[src/rtl/kernel_stream_driver.sv]
// kernel_stream_driver: streams an NxN frame onto the kernel-RAM bus in 2-cycle holds,
// then sweeps the addresses again to capture one result byte per pixel.
module kernel_stream_driver #(
    parameter int N        = 8,
    parameter int BIT_SIZE = 6
) (
    input  logic              clk,
    input  logic              rst_n,
    input  logic              load_we,
    input  logic [BIT_SIZE:0] load_addr,
    input  logic [7:0]        load_data,
    input  logic              start,
    output logic              busy,
    output logic              done,
    output logic              kr_we,
    output logic [BIT_SIZE:0] kr_addr,
    output logic [7:0]        kr_data,
    input  logic [7:0]        kr_result,
    output logic              res_valid,
    output logic [BIT_SIZE:0] res_addr,
    output logic [7:0]        res_data
);
    localparam int NN = N * N;
    localparam int IW = (NN > 1) ? $clog2(NN) : 1;
    localparam logic [BIT_SIZE:0] LAST = (BIT_SIZE + 1)'(NN - 1);

    typedef enum logic [1:0] {IDLE, WRITE, READ, DONE} state_t;

    state_t            st, st_n;
    logic              ph, ph_n;
    logic [BIT_SIZE:0] addr, addr_n;
    logic [7:0]        fb [NN];
    logic              load_ok, hold_end, run_n, cap_n;
    logic [7:0]        pix_n;

    assign load_ok  = st == IDLE && load_we && ({1'b0, load_addr} < (BIT_SIZE + 2)'(NN));
    assign hold_end = ph && addr == LAST;
    assign run_n    = st_n == WRITE || st_n == READ;
    assign cap_n    = st_n == READ && ph_n;
    // a host write landing on the same edge as start must be visible in the first pixel
    assign pix_n    = (load_ok && load_addr == addr_n) ? load_data : fb[addr_n[IW-1:0]];

    always_comb begin
        st_n   = st;
        ph_n   = ph;
        addr_n = addr;
        case (st)
            IDLE: if (start) begin
                st_n   = WRITE;
                ph_n   = 1'b0;
                addr_n = '0;
            end
            WRITE, READ: begin
                ph_n   = ~ph;
                addr_n = ph ? (hold_end ? '0 : addr + 1'b1) : addr;
                if (hold_end && st == WRITE) st_n = READ;
                if (hold_end && st == READ) st_n = DONE;
            end
            default: st_n = IDLE;
        endcase
    end

    always_ff @(posedge clk)
        if (load_ok) fb[load_addr[IW-1:0]] <= load_data;

    always_ff @(posedge clk or negedge rst_n) begin
        if (!rst_n) begin
            st        <= IDLE;
            ph        <= 1'b0;
            addr      <= '0;
            busy      <= 1'b0;
            done      <= 1'b0;
            kr_we     <= 1'b0;
            kr_addr   <= '0;
            kr_data   <= '0;
            res_valid <= 1'b0;
            res_addr  <= '0;
            res_data  <= '0;
        end else begin
            st        <= st_n;
            ph        <= ph_n;
            addr      <= addr_n;
            busy      <= run_n;
            done      <= st_n == DONE;
            kr_we     <= st_n == WRITE;
            kr_addr   <= run_n ? addr_n : '0;
            kr_data   <= st_n == WRITE ? pix_n : '0;
            res_valid <= cap_n;
            if (cap_n) begin
                res_addr <= addr_n;
                res_data <= kr_result;
            end
        end
    end
endmodule

[config.mk]
export PLATFORM = sky130hd
export DESIGN_NAME = kernel_stream_driver
export DESIGN_NICKNAME = d
export VERILOG_FILES = /design/src/rtl/kernel_stream_driver.sv
export SDC_FILE = /design/constraint.sdc
export NUM_CORES = 1
export LEC_CHECK = 0
export CAP_MARGIN = 20
export CORE_MARGIN = 2
export CORE_UTILIZATION = 60
export DETAILED_ROUTE_END_ITERATION = 8
export GPL_TIMING_DRIVEN = 1
export PLACE_DENSITY = 0.8
export RECOVER_POWER = 100
export SYNTH_ARGS = -nofsm -noshare
export SYNTH_HDL_FRONTEND = slang
export SYNTH_SLANG_ARGS = --single-unit
[constraint.sdc]
create_clock -name clk -period 3.61 [get_ports clk]
set_clock_uncertainty 0.05 [all_clocks]
set_input_delay 0.361 -clock clk [delete_from_list [all_inputs] [get_ports clk]]
set_output_delay 0.361 -clock clk [all_outputs]
set_load 0.03 [all_outputs]
==> results.sh <==
export IMPL_drcViolationCount=0
export IMPL_final_setup_worst_slack_ns=0.0963
export IMPL_worst_path_cell_chain="ha_1 -> nand4_4 -> o2111a_1 -> nor2_8 -> buf_4 -> buf_4 -> a211oi_1 -> o21ai_0 -> nand4_1 -> and4_1 -> a21oi_1"
export IMPL_share_of_the_synthesized_area_in_the_top_cell_type=0.672
export IMPL_synth_edf_count=512
export IMPL_post_synth_design_cell_area_um2=22900
export IMPL_post_layout_total_power_uw=18100
export IMPL_setup_worst_path_class="reg -> reg"
export IMPL_cts_setup_buffers=0
export IMPL_worst_setup_path_end_kind="register"
export IMPL_setup_tns_final_ns=0
export IMPL_violated_checks="max-capacitance violations, max-slew violations"
export IMPL_start_kind="register"
export IMPL_most_common_layout_cells="edfxtp_1, nand2_1, and3_1, nor2_1, a211oi_1"
export IMPL_run_status="finished with violations"
export IMPL_numClockSinks=556
export IMPL_cts_htree_levels=2
export IMPL_num_rows=71
export IMPL_worst_endpoint_required_time_ns=4.05
export IMPL_io_port_bufs=60
export IMPL_grt_antenna_before_repair=5
export IMPL_ant_nets=0
export IMPL_global_route_overflow_total=0
export IMPL_crit_reg2reg_launch="addr[0]"
export IMPL_finalHoldViolCount=0
export IMPL_avgSynthCellArea_um2=13.6
export IMPL_core_um2=37600
export IMPL_first_pass_iters=6
export IMPL_power_per_cell_area_nw_per_um2=693
export IMPL_timing_final_crit_period_ns=3.51
export IMPL_critical_path_cell_count=11
export IMPL_worst_pin_slew_ns=2.54
export IMPL_dr_first_iter_drc_count=2335
export IMPL_tritoncts="yes"
export IMPL_route_detailed_vias_per_inst=6.59
export IMPL_grt_max_degree=71
export IMPL_die_width_um=199
export IMPL_die_height_um=199
export IMPL_floorplan_io_pins=61
export IMPL_timing_max_slew_rel_slack=-0.693
export IMPL_ys_dominant_reg_cell="edfxtp_1"
export IMPL_clk_pin_slew_ns=0.07
export IMPL_route_final_wire_length_mm=60.6
export IMPL_first_global_vias=14800
export IMPL_final_nets=1844
export IMPL_synth_seq_area_share=0.720
export IMPL_clock_path_buffers=3
export IMPL_area_overhead_of_the_layout_relative_to_synthesis_pct=14.2
export IMPL_rrSetupSlack_ns=0.1
export IMPL_vias_after_detailed_routing=15600
export IMPL_crit_top_cell="buf_4"
export IMPL_worstPathMaxFanout=11
export IMPL_global_route_usage_total=0.308
export IMPL_crit_buf_inv=2
export IMPL_netlist_instances=1688
export IMPL_max_vdd_ir_drop_mv=0.499
export IMPL_layout_commonest_cell="edfxtp_1"
export IMPL_drive_above_1_share=0.101
export IMPL_asyncSetResetFlopFracSynth=0.0791
export IMPL_cp_slowest_cell="dfrtp_1"
export IMPL_cp_arrival_ns=3.96
export IMPL_crit_family="simple AND/OR/NAND/NOR gates"
export IMPL_post_synth_top_area_cell="edfxtp_1"
export IMPL_total_leakage_power_uw=0.00888
export IMPL_syn_num_nets=1722
export IMPL_hp_start="kr_result[0]"
export IMPL_post_place_ws_ns=-0.0215
export IMPL_hold_path_depth=2
export IMPL_cp_startpoint="addr[0]"
export IMPL_r2r_cells=11
export IMPL_maxCapViolations=7
export IMPL_hpwlAfterDp_mm=37.3
export IMPL_cts_buffers=52
export IMPL_detail_route_wl_per_cell_um=25.6
export IMPL_initial_core_util=0.609
export IMPL_timing_final_setup_violations=0
export IMPL_gpl_final_weighted_congestion=0.936
export IMPL_netlist_top_cells_area="edfxtp_1, dfrtp_1, nand2_1"
export IMPL_timing_hold_worst_class="in -> reg"
export IMPL_crit_reg2reg_capture="kr_data[3]"
export IMPL_final_period_utilization=0.973
export IMPL_slew_violations=276
export IMPL_grt_setup_unrepaired="false"
export IMPL_cts_root_buffer_cell="clkbuf_16"
export IMPL_min_to="res_data[0]"
export IMPL_synth_distinct_cells=70
export IMPL_wire_length_of_the_first_global_routing_pass_mm=89.8
export IMPL_clock_latency_ns=0.59
export IMPL_yosys_warnings=0
export IMPL_maxClockFrequency_mhz=285
export IMPL_dieArea_um2=39700
export IMPL_synth_register_bits=556
export IMPL_critical_path_max_stage_delay_ns=0.46
## final cells by class
type	instances	area, um2
Sequential cell	556	16500
Fill cell	2440	11400
Multi-Input combinational cell	999	5850
Clock buffer	70	1410
Timing Repair Buffer	183	1380
Tap cell	511	639
Clock inverter	27	300
Inverter	18	72.6
Antenna cell	5	12.5
## state kept, by name, summed over array words and instances, names as in the netlist
name	cells
kr_we	1
addr	7
res_addr	7
kr_data	8
kr_addr	7
res_valid	1
busy	1
res_data	8
ph	1
fb	512
done	1
st	2
## routing by layer
metal  share of wire  wire (um)  GRT usage
met2            0.46      28000      0.475
met4           0.042       2570      0.125
met1            0.37      22400      0.430
met3            0.13       7630     0.0678
met5         0.00020         12          0
## cells in the mapped netlist, types with 2 or more instances
master     instances
o21ai_1           11
inv_1             11
o2111ai_1          2
nor3_2             4
a211oi_1         115
mux2_2            10
nand2_1          233
o211ai_1          13
nor2_2             4
o211a_1            2
o31ai_1            9
nor3_1             4
nand3_1           87
buf_6              2
mux2i_1           12
o2111a_1           8
buf_1              8
edfxtp_1         512
and4_1             8
o31ai_2            2
a31oi_1           38
nand4_1           30
o21ai_0           75
a311oi_1           3
dfrtp_1           44
a21boi_1           2
o221ai_1           2
a31o_2             9
a32o_1             7
buf_2             55
ha_1               7
nand4_4            2
nor2_1           116
buf_4              7
or3_1              4
o31a_1             3
and2_1             3
a32oi_1            8
inv_2              5
a21oi_1           19
nor2b_1            5
and3_1           116
clkbuf_1          42
nor2_4             2
nand2b_1           2
## logic make-up after synthesis
logic type | after synthesis | synth area share
compound gates | 339 | 0.104
fa+ha+maj | 7 | 0.00383
flops | 556 | 0.720
buf+inv | 133 | 0.0268
mux | 23 | 0.0112
simple gates | 629 | 0.133
xor+xnor | 1 | 0.000711
## through the flow
| stage | util | cells | cell area [um2] | hold WS [ns] |
|---|---|---|---|---|
| 4_1_cts | 0.700 | 2361 | 26300 | 0.178 |
| 6_report | 0.696 | 2369 | 26100 | 0.334 |
| 2_1_floorplan | - | 1688 | 22900 | 0.0154 |
| 3_3_place_gp | 0.655 | 2263 | 24600 | 0.438 |
| 3_5_place_dp | 0.655 | 2263 | 24600 | 0.451 |
| 5_1_grt | 0.695 | 2365 | 26100 | 0.337 |
## worst max-delay path by stage
stage                             to  slack (ns)
after floorplan           kr_data[6]        0.85
after global placement    kr_data[0]        0.02
after detailed placement  kr_data[3]       -0.02
after CTS                 kr_data[3]       0.002
after global routing      kr_data[4]        0.02
final                     kr_data[3]         0.1
## timing repair
action,4_1_cts,5_1_grt
hold buffers,1,0
endpoints found under the setup margin,0,7
gates resized for setup,0,10
endpoints found under the hold margin,44,0
## power breakdown
part           internal, uW  switching (uW)  total, uW
logic                  1780            3560       5340
clock network          3180            2320       5500
registers              7140             125       7260
No activity file was read; power rests on OpenSTA's default activity.
